<file path="src/rtl/dense_layer_sequencer_if.sv">
// Control bundle between the dense-layer sequencer and its network top / datapath.
// SEQUENCER_PERF_EN adds the last_job_cycles performance counter signal.
interface dense_layer_sequencer_if #(
  parameter int unsigned NUM_INPUTS  = 16,
  parameter int unsigned NUM_NEURONS = 16,
  parameter int unsigned NUM_MACS    = 4
);
  localparam int unsigned NumGroups = NUM_NEURONS / NUM_MACS;
  localparam int unsigned IdxW = (NUM_INPUTS > 1) ? $clog2(NUM_INPUTS) : 1;
  localparam int unsigned WaW  = (NumGroups * NUM_INPUTS > 1) ? $clog2(NumGroups * NUM_INPUTS) : 1;
  localparam int unsigned NbW  = (NUM_NEURONS > 1) ? $clog2(NUM_NEURONS) : 1;

  logic            inputs_ready;
  logic            busy;
  logic            mac_clear;
  logic            mac_enable;
  logic            bias_enable;
  logic [IdxW-1:0] input_index;
  logic [WaW-1:0]  weight_address;
  logic [NbW-1:0]  neuron_base;
  logic            output_write;
  logic            outputs_ready;
`ifdef SEQUENCER_PERF_EN
  logic [15:0]     last_job_cycles;
`endif

  modport master (
`ifdef SEQUENCER_PERF_EN
    output last_job_cycles,
`endif
    input  inputs_ready,
    output busy, mac_clear, mac_enable, bias_enable, input_index, weight_address,
    output neuron_base, output_write, outputs_ready
  );

  modport slave (
`ifdef SEQUENCER_PERF_EN
    input  last_job_cycles,
`endif
    output inputs_ready,
    input  busy, mac_clear, mac_enable, bias_enable, input_index, weight_address,
    input  neuron_base, output_write, outputs_ready
  );
endinterface

</file>
<file path="src/rtl/dense_layer_sequencer.sv">
// Sequences one dense layer over NUM_MACS shared MAC lanes, one neuron group at a time.
// SEQUENCER_PERF_EN adds a saturating busy-cycle count of the last completed job.
module dense_layer_sequencer #(
  parameter int unsigned NUM_INPUTS  = 16,
  parameter int unsigned NUM_NEURONS = 16,
  parameter int unsigned NUM_MACS    = 4,
  parameter int unsigned MAC_LATENCY = 2
) (
  input logic clock,
  input logic reset,
  dense_layer_sequencer_if.master bus
);
  localparam int unsigned NumGroups = NUM_NEURONS / NUM_MACS;
  localparam int unsigned IdxW = (NUM_INPUTS > 1) ? $clog2(NUM_INPUTS) : 1;
  localparam int unsigned GrpW = (NumGroups > 1) ? $clog2(NumGroups) : 1;
  localparam int unsigned WaW  = (NumGroups * NUM_INPUTS > 1) ? $clog2(NumGroups * NUM_INPUTS) : 1;
  localparam int unsigned NbW  = (NUM_NEURONS > 1) ? $clog2(NUM_NEURONS) : 1;
  localparam int unsigned LatW = (MAC_LATENCY > 1) ? $clog2(MAC_LATENCY) : 1;

  localparam logic [IdxW-1:0] IdxLast = IdxW'(NUM_INPUTS - 1);
  localparam logic [GrpW-1:0] GrpLast = GrpW'(NumGroups - 1);
  localparam logic [LatW-1:0] LatLast = LatW'((MAC_LATENCY > 0) ? MAC_LATENCY - 1 : 0);

  typedef enum logic [2:0] {
    StIdle, StAccumulate, StBias, StDrain, StWrite, StDone
  } state_e;

  state_e          state_q, state_d;
  logic [GrpW-1:0] group_q, group_d;
  logic [IdxW-1:0] index_q, index_d;
  logic [LatW-1:0] lat_q, lat_d;
  logic            ir_q;
  logic            start;

  logic            busy_q, busy_d, ready_q, ready_d;
  logic            clear_q, clear_d, enable_q, enable_d;
  logic            bias_q, bias_d, write_q, write_d;
  logic [IdxW-1:0] idx_q, idx_d;
  logic [WaW-1:0]  wa_q, wa_d;
  logic [NbW-1:0]  nb_q, nb_d;

  // ir_q resets low, so inputs_ready held high across reset release starts a job.
  assign start = bus.inputs_ready & ~ir_q;

  always_ff @(posedge clock or posedge reset) begin
    if (reset) begin
      state_q  <= StIdle;
      group_q  <= '0;
      index_q  <= '0;
      lat_q    <= '0;
      ir_q     <= 1'b0;
      busy_q   <= 1'b0;
      ready_q  <= 1'b0;
      clear_q  <= 1'b0;
      enable_q <= 1'b0;
      bias_q   <= 1'b0;
      write_q  <= 1'b0;
      idx_q    <= '0;
      wa_q     <= '0;
      nb_q     <= '0;
    end else begin
      state_q  <= state_d;
      group_q  <= group_d;
      index_q  <= index_d;
      lat_q    <= lat_d;
      ir_q     <= bus.inputs_ready;
      busy_q   <= busy_d;
      ready_q  <= ready_d;
      clear_q  <= clear_d;
      enable_q <= enable_d;
      bias_q   <= bias_d;
      write_q  <= write_d;
      idx_q    <= idx_d;
      wa_q     <= wa_d;
      nb_q     <= nb_d;
    end
  end

  always_comb begin
    state_d = state_q;
    group_d = group_q;
    index_d = index_q;
    lat_d   = lat_q;
    case (state_q)
      StIdle, StDone: begin
        if (start) begin
          group_d = '0;
          index_d = '0;
          state_d = StAccumulate;
        end
      end
      StAccumulate: begin
        if (index_q == IdxLast) begin
          index_d = '0;
          state_d = StBias;
        end else begin
          index_d = index_q + 1'b1;
        end
      end
      StBias: begin
        lat_d   = '0;
        state_d = (MAC_LATENCY == 0) ? StWrite : StDrain;
      end
      StDrain: begin
        if (lat_q == LatLast) state_d = StWrite;
        else                  lat_d   = lat_q + 1'b1;
      end
      StWrite: begin
        if (group_q == GrpLast) begin
          state_d = StDone;
        end else begin
          group_d = group_q + 1'b1;
          state_d = StAccumulate;
        end
      end
      default: state_d = StIdle;
    endcase
  end

  // Outputs are decoded from the next state so that the flops present them as Moore outputs.
  always_comb begin
    busy_d   = state_d inside {StAccumulate, StBias, StDrain, StWrite};
    ready_d  = (state_d == StDone);
    enable_d = (state_d == StAccumulate);
    clear_d  = enable_d && (index_d == '0);
    bias_d   = (state_d == StBias);
    write_d  = (state_d == StWrite);
    idx_d    = enable_d ? index_d : '0;
    wa_d     = enable_d ? (WaW'(group_d) * WaW'(NUM_INPUTS) + WaW'(index_d)) : '0;
    nb_d     = write_d ? (NbW'(group_d) * NbW'(NUM_MACS)) : '0;
  end

  assign bus.busy           = busy_q;
  assign bus.outputs_ready  = ready_q;
  assign bus.mac_clear      = clear_q;
  assign bus.mac_enable     = enable_q;
  assign bus.bias_enable    = bias_q;
  assign bus.output_write   = write_q;
  assign bus.input_index    = idx_q;
  assign bus.weight_address = wa_q;
  assign bus.neuron_base    = nb_q;

`ifdef SEQUENCER_PERF_EN
  logic [15:0] job_cnt_q, job_cnt_d, last_q, last_d;

  always_comb begin
    job_cnt_d = job_cnt_q;
    last_d    = last_q;
    if (busy_d) begin
      if (!busy_q)                     job_cnt_d = 16'd1;
      else if (job_cnt_q != 16'hFFFF) job_cnt_d = job_cnt_q + 16'd1;
    end
    if (state_d == StDone && state_q != StDone) last_d = job_cnt_q;
  end

  always_ff @(posedge clock or posedge reset) begin
    if (reset) begin
      job_cnt_q <= '0;
      last_q    <= '0;
    end else begin
      job_cnt_q <= job_cnt_d;
      last_q    <= last_d;
    end
  end

  assign bus.last_job_cycles = last_q;
`endif
endmodule

</file>
<file path="src/flat_wrapper.sv">
// flat-port wrapper written by rule: the top's interface ports become plain ports
module dense_layer_sequencer_flat 
#(
  parameter int unsigned NUM_INPUTS  = 16,
  parameter int unsigned NUM_NEURONS = 16,
  parameter int unsigned NUM_MACS    = 4,
  parameter int unsigned MAC_LATENCY = 2
)
  (clock, reset, bus_inputs_ready, bus_busy, bus_mac_clear, bus_mac_enable, bus_bias_enable, bus_input_index, bus_weight_address, bus_neuron_base, bus_output_write, bus_outputs_ready);
  dense_layer_sequencer_if #(.NUM_INPUTS(NUM_INPUTS), .NUM_NEURONS(NUM_NEURONS), .NUM_MACS(NUM_MACS)) bus_i ();
  input logic clock;
  input logic reset;
  input wire logic [$bits(bus_i.inputs_ready)-1:0] bus_inputs_ready;
  output wire logic [$bits(bus_i.busy)-1:0] bus_busy;
  output wire logic [$bits(bus_i.mac_clear)-1:0] bus_mac_clear;
  output wire logic [$bits(bus_i.mac_enable)-1:0] bus_mac_enable;
  output wire logic [$bits(bus_i.bias_enable)-1:0] bus_bias_enable;
  output wire logic [$bits(bus_i.input_index)-1:0] bus_input_index;
  output wire logic [$bits(bus_i.weight_address)-1:0] bus_weight_address;
  output wire logic [$bits(bus_i.neuron_base)-1:0] bus_neuron_base;
  output wire logic [$bits(bus_i.output_write)-1:0] bus_output_write;
  output wire logic [$bits(bus_i.outputs_ready)-1:0] bus_outputs_ready;
  assign bus_i.inputs_ready = bus_inputs_ready;
  assign bus_busy = bus_i.busy;
  assign bus_mac_clear = bus_i.mac_clear;
  assign bus_mac_enable = bus_i.mac_enable;
  assign bus_bias_enable = bus_i.bias_enable;
  assign bus_input_index = bus_i.input_index;
  assign bus_weight_address = bus_i.weight_address;
  assign bus_neuron_base = bus_i.neuron_base;
  assign bus_output_write = bus_i.output_write;
  assign bus_outputs_ready = bus_i.outputs_ready;
  dense_layer_sequencer #(.NUM_INPUTS(NUM_INPUTS), .NUM_NEURONS(NUM_NEURONS), .NUM_MACS(NUM_MACS), .MAC_LATENCY(MAC_LATENCY)) u_core (.clock(clock), .reset(reset), .bus(bus_i));
endmodule
</file>
<file path="config.mk">
export PLATFORM = sky130hd
export DESIGN_NAME = dense_layer_sequencer_flat
export DESIGN_NICKNAME = d
export VERILOG_FILES = /design/src/rtl/dense_layer_sequencer_if.sv /design/src/rtl/dense_layer_sequencer.sv /design/src/flat_wrapper.sv
export SDC_FILE = /design/constraint.sdc
export NUM_CORES = 1
export LEC_CHECK = 0
export CAP_MARGIN = 20
export CELL_PAD_IN_SITES_DETAIL_PLACEMENT = 0
export CELL_PAD_IN_SITES_GLOBAL_PLACEMENT = 1
export CORE_UTILIZATION = 38
export DETAILED_ROUTE_END_ITERATION = 10
export GPL_ROUTABILITY_DRIVEN = 0
export PLACE_DENSITY_LB_ADDON = 0.1
export SLEW_MARGIN = 20
export SYNTH_ARGS = -nofsm -noshare
export SYNTH_HDL_FRONTEND = slang
export SYNTH_SLANG_ARGS = --single-unit
</file>
<file path="constraint.sdc">
create_clock -name clock -period 2.1 [get_ports clock]
set_clock_uncertainty 0.2 [all_clocks]
set_input_delay 0.63 -clock clock [delete_from_list [all_inputs] [get_ports clock]]
set_output_delay 0.63 -clock clock [all_outputs]
set_load 0.05 [all_outputs]
</file>
==> results.sh, run 1 <==
export IMPL_start_util=0.414
export IMPL_vdd_ir_drop_max_mv=0.754
export IMPL_cts_root_buf="clkbuf_4"
export IMPL_postCtsSetupBuffers=0
export IMPL_fin_nets=149
export IMPL_wl_um=2270
export IMPL_synthArstFlopShare=1.00
export IMPL_ys_types=36
export IMPL_drc=5
export IMPL_rows=19
export IMPL_n_antenna_cell=0
export IMPL_setup_viol=0
export IMPL_cts_htree_levels=1
export IMPL_worst_path_max_fanout=10
export IMPL_cts_sinks=25
export IMPL_max_freq_mhz=512
export IMPL_drtIter0Drc=15
export IMPL_p_int_mw=1.31
export IMPL_finish_utilization=0.515
export IMPL_avgSynthCellArea_sq_um=10.4
export IMPL_drive_above_1_share=0.313
export IMPL_dp_cells=171
export IMPL_die_h_um=57.5
export IMPL_final_instance_count_excl_fill=175
export IMPL_synth_seq_cells=25
export IMPL_hold_violations=0
export IMPL_routedWlPerCell_um=13.0
export IMPL_cts_buffer_depth=2
export IMPL_syn_inst=113
export IMPL_power_leakage_nw=0.766
export IMPL_cellPowerDensity_nw_per_um2=1660
export IMPL_dieArea_sq_um=3310
export IMPL_vias=880
export IMPL_maxCapViolCount=0
export IMPL_swShare=0.459
export IMPL_crit_arrival_ns=1.98
export IMPL_combPwrFrac=0.579
export IMPL_clk_pin_slew_ns=0.14
export IMPL_clkLatencyLatePin_ns=0.32
export IMPL_total_power_mw=2.42
export IMPL_io_pins=23
export IMPL_grt_antenna_before_repair=0
export IMPL_syn_to_final_growth_pct=24.4
export IMPL_grt_pass1_wl_um=3980
export IMPL_slew_violations=0
export IMPL_grt_pass1_vias=902
export IMPL_cpPeakStageDelay_ns=0.58
export IMPL_grt_start_max_net_pins=26
export IMPL_crit_type="reg -> reg"
export IMPL_track_usage=0.160
export IMPL_cp_top_family="simple AND/OR/NAND/NOR gates"
export IMPL_synth_top_flop_cell="dfrtp_1"
export IMPL_required_ns=2.12
export IMPL_synth_edf_count=0
export IMPL_hp_class="reg -> reg"
export IMPL_ant_nets=0
export IMPL_start_kind="flop"
export IMPL_timing_final_ws_setup_ns=0.145
export IMPL_yosys_warnings=0
export IMPL_viasPerCell=5.03
export IMPL_cts_tree="yes"
export IMPL_netlist_area_sq_um=1170
export IMPL_p_sw_mw=1.11
export IMPL_core_area_sq_um=2830
export IMPL_fill_cells=269
export IMPL_period_needed_ns=1.95
export IMPL_p_clk_frac=0.091
export IMPL_regArea_sq_um=626
export IMPL_rsz0062_at_grt="no"
export IMPL_timing_hold_ws_ns=0.358
export IMPL_violations="DRC"
export IMPL_port_buffers=20
export IMPL_fin_crit_sh=0.931
export IMPL_numCtsBuffers=3
export IMPL_crit_path_top_delay_cell="dfrtp_1"
export IMPL_place_hpwl_um=1670
export IMPL_place_ws_ns=-0.399
export IMPL_synth_seq_area_share=0.534
export IMPL_drt_pass1_iterations=7
export IMPL_seq_power_share=0.331
export IMPL_path_buf_inv=0
export IMPL_die_x_um=57.5
export IMPL_crit_path_end_kind="flop"
export IMPL_path_cells="nor2b_4 -> a31oi_2 -> or2_1 -> a211o_1 -> nor2b_1"
export IMPL_multiInputGateArea_sq_um=440
export IMPL_overflow=0
export IMPL_status="finished with violations"
## registers in the layout, summed over array words and instances (netlist names), 2 cells and up
register                   cells
u_core.bus.input_index         2
u_core.bus.neuron_base         2
u_core.bus.weight_address      4
u_core.group_q                 2
u_core.index_q                 4
u_core.state_q                 3
## metal layers
metal / routed length [um] / vias to the layer above / track usage / part of all wire
li1: - / 434 / - / -
met4: 29 / 0 / 0.0627 / 0.013
met2: 1020 / 33 / 0.249 / 0.45
met5: 0 / - / 0 / 0
met1: 1090 / 409 / 0.220 / 0.48
met3: 122 / 4 / 0.0295 / 0.054
## layout make-up
cell class,instances,share of cell area
Multi-Input combinational cell,72,0.302
Clock inverter,1,0.00515
Inverter,8,0.0206
Timing Repair Buffer,35,0.200
Sequential cell,25,0.430
Clock buffer,3,0.0155
Tap cell,31,0.0266
## Yosys cell counts, types with 3 or more instances
library cell	instances	share of area
dfrtp_1	25	0.53
nand2_1	13	0.042
nor2_1	9	0.029
inv_1	8	0.026
o21ai_0	7	0.030
buf_4	6	0.038
nand3_1	5	0.021
nand2b_1	4	0.021
a21o_1	3	0.019
a21oi_1	3	0.013
buf_6	3	0.029
nor2b_1	3	0.016
## stage by stage
| step | setup TNS [ns] | instance area, sq um |
|---|---|---|
| floorplan | 0 | 1170 |
| global placement | -3.57 | 1430 |
| detailed placement | -3.99 | 1430 |
| CTS | 0 | 1460 |
| global route | 0 | 1460 |
| finish | 0 | 1460 |
## power groups by stage
| stage | clock, mW | sequential [mW] | combinational (mW) |
|---|---|---|---|
| 6_report | 0.219 | 0.800 | 1.40 |
| 5_1_grt | 0.250 | 0.828 | 1.52 |
| 4_1_cts | 0.231 | 0.798 | 1.41 |
| 3_5_place_dp | 0 | 0.807 | 1.40 |
| 3_3_place_gp | 0 | 0.807 | 1.40 |
| 2_1_floorplan | 0 | 0.984 | 0.736 |
## timing repair
item / CTS / global route
setup endpoints to repair: 1 / 0
hold buffers: 0 / 0
resized for setup: 1 / 0
## cell usage in the layout (no fill, tap or decap), types with 2 or more instances in the layout
cell type  Yosys  final
nand2_1       13     13
buf_12         0      2
o21ai_0        7      7
buf_4          6     31
nand3_1        5      5
nor2_1         9      9
dfrtp_1       25     25
clkbuf_4       0      3
conb_1         1      2
inv_1          8      8
a21oi_1        3      3
nor2b_1        3      3
a21o_1         3      3
nand2b_1       4      4
## worst reg2reg max path, stage by stage, from the launching register on
cell and delay [ns]:
dfrtp_1 0.58, nor2b_4 0.28, a31oi_2 0.07, or2_1 0.24, a211o_1 0.34, nor2b_1 0.14
## worst paths after layout
path	startpoint	endpoint	slack, ns	cells past startpoint
max in group asynchronous	reset	u_core.bus.input_index[1]	1.02	3
min	u_core.lat_q	u_core.lat_q	0.36	1
min in group asynchronous	reset	u_core.bus.busy	0.44	3
max	u_core.state_q[2]	u_core.bus.weight_address[3]	0.15	5
min reg2reg	u_core.lat_q	u_core.lat_q	0.36	1
max reg2reg	u_core.state_q[2]	u_core.bus.weight_address[3]	0.15	5
## logic make-up after synthesis
logic type / Yosys count / synth area share
muxes: 1 / 0.00961
DFF: 25 / 0.534
other: 1 / 0.00320
adders and majority gates: 1 / 0.0107
and+or+nand+nor: 46 / 0.221
buffers and inverters: 17 / 0.0929
AOI/OAI and AO/OA: 22 / 0.128
Note: power is estimated with default switching activity, not from simulation.
==> inputs of run 2 (changes only) <==
--- a/config.mk
+++ b/config.mk
@@ -8,6 +8,7 @@
 export CAP_MARGIN = 20
 export CELL_PAD_IN_SITES_DETAIL_PLACEMENT = 0
 export CELL_PAD_IN_SITES_GLOBAL_PLACEMENT = 1
+export CORE_MARGIN = 2
 export CORE_UTILIZATION = 38
 export DETAILED_ROUTE_END_ITERATION = 10
 export GPL_ROUTABILITY_DRIVEN = 0
==> run 2 against run 1 <==
  * The run now ends clean
  * Via count decreased by 3.1%
  * Fmax hardly changed
  * Global-route usage down 2.4 points
  * Combinational power decreased by 5%
  * Critical path depth did not move
  * Non-clock buffer count is 1 lower
  * Largest power group unchanged
  * Highest routed layer unchanged
==> results.sh, run 2 (synthesis gave the netlist of run 1 again) <==
export IMPL_hp_class="reg -> reg"
export IMPL_power_leakage_nw=0.753
export IMPL_r2r_cells=5
export IMPL_worst_path_max_fanout=11
export IMPL_final_common_cell="buf_4"
export IMPL_swShare=0.460
export IMPL_crit_arrival_ns=1.97
export IMPL_drc=0
export IMPL_period_needed_ns=1.96
export IMPL_port_buffers=20
export IMPL_vias=853
export IMPL_vdd_ir_drop_max_mv=0.479
export IMPL_fin_crit_sh=0.931
export IMPL_fin_nets=148
export IMPL_max_freq_mhz=511
export IMPL_fin_area_sq_um=1420
export IMPL_core_area_sq_um=3000
export IMPL_crit_type="reg -> reg"
export IMPL_setup_viol=0
export IMPL_viasPerCell=4.85
export IMPL_grt_start_max_net_pins=26
export IMPL_place_hpwl_um=1560
export IMPL_cts_sinks=25
export IMPL_crit_start="u_core.state_q[0]"
export IMPL_grt_pass1_wl_um=3640
export IMPL_routedWlPerCell_um=12.4
export IMPL_slew_violations=0
export IMPL_fin_setup_tns_ns=0
export IMPL_fill_cells=297
export IMPL_drtIter0Drc=14
export IMPL_reg2reg_slack_ns=0.14
export IMPL_n_antenna_cell=0
export IMPL_combPwrFrac=0.570
export IMPL_placed_cell_area_sq_um=1400
export IMPL_syn_to_final_growth_pct=21.5
export IMPL_overflow=0
export IMPL_p_sw_mw=1.07
export IMPL_ant_nets=0
export IMPL_required_ns=2.11
export IMPL_cts_htree_levels=1
export IMPL_grt_antenna_before_repair=0
export IMPL_io_pins=23
export IMPL_maxCapViolCount=0
export IMPL_drt_pass1_iterations=4
export IMPL_start_util=0.390
export IMPL_cts_buffer_depth=2
export IMPL_drive_above_1_share=0.301
export IMPL_dieArea_sq_um=3540
export IMPL_grt_pass1_vias=758
export IMPL_p_clk_frac=0.091
export IMPL_clkLatencyLatePin_ns=0.30
export IMPL_cts_tree="yes"
export IMPL_crit_path_end="u_core.bus.weight_address[3]"
export IMPL_wl_um=2180
export IMPL_start_kind="flop"
export IMPL_reg2reg_from="u_core.state_q[0]"
export IMPL_track_usage=0.136
export IMPL_r2r_end="u_core.bus.weight_address[3]"
export IMPL_die_x_um=59.5
export IMPL_rows=20
export IMPL_status="complete, no violations"
export IMPL_hold_violations=0
export IMPL_total_power_mw=2.33
export IMPL_layout_common_cells="32 x buf_4, 25 x dfrtp_1, 13 x nand2_1"
export IMPL_rsz0062_at_grt="no"
export IMPL_crit_path_end_kind="flop"
export IMPL_numCtsBuffers=3
export IMPL_die_h_um=59.5
export IMPL_p_int_mw=1.26
export IMPL_seq_power_share=0.339
export IMPL_clk_pin_slew_ns=0.14
export IMPL_cellPowerDensity_nw_per_um2=1640
export IMPL_cts_root_buf="clkbuf_4"
run 2: per-stage QoR:
stage                     hold WS (ns)  setup slack [ns]  cells   util
after global placement           0.319            -0.350    172  0.465
after floorplan                  0.303             0.185    114      -
after CTS                        0.362             0.139    176  0.474
after global routing             0.361            0.0400    176  0.474
after detailed placement         0.332            -0.354    172  0.465
final                            0.363             0.144    176  0.474
run 2: final cells by class:
class / instances / area (sq um) / share of cell area
tap: 33 / 41.3 / 0.0290
timing repair buffer: 34 / 259 / 0.182
clock buffer: 4 / 26.3 / 0.0185
sequential: 25 / 626 / 0.440
multi-input combinational: 72 / 440 / 0.310
inverter: 8 / 30.0 / 0.0211
run 2: repair_timing:
| action | 4_1_cts | 5_1_grt |
|---|---|---|
| buffers inserted | 0 | 0 |
| hold buffers | 0 | 0 |
| endpoints found under the setup margin | 1 | 0 |
| hold endpoints to repair | 0 | 0 |
| resized for setup | 1 | 0 |
run 2: metal layers:
layer,vias up,part of all wire,track usage
met5,-,0,0
met4,0,0.0096,0.0286
met2,26,0.43,0.207
met1,398,0.52,0.202
met3,2,0.046,0.0262
li1,427,-,-
run 2: power groups by stage:
stage               registers [mW]  logic (mW)  clock network, mW
floorplan                    0.984       0.736                  0
global placement             0.800        1.33                  0
detailed placement           0.796        1.33                  0
CTS                          0.788        1.34              0.222
global route                 0.815        1.46              0.242
finish                       0.789        1.33              0.213
run 2: how the worst min path moves through the flow:
stage / startpoint / endpoint / cells past startpoint
after floorplan: u_core.lat_q / u_core.lat_q / 1
after global placement: u_core.lat_q / u_core.lat_q / 1
after detailed placement: u_core.lat_q / u_core.lat_q / 1
after CTS: u_core.lat_q / u_core.lat_q / 1
after global routing: bus_inputs_ready / u_core.ir_q / 1
final: u_core.lat_q / u_core.lat_q / 1
run 2: worst max-delay path, cell delays in order, from the launching register on:
cell     delay (ns)
dfrtp_1        0.56
nor2b_4        0.29
a31oi_2        0.06
or2_1          0.24
a211o_1        0.36
nor2b_1        0.15
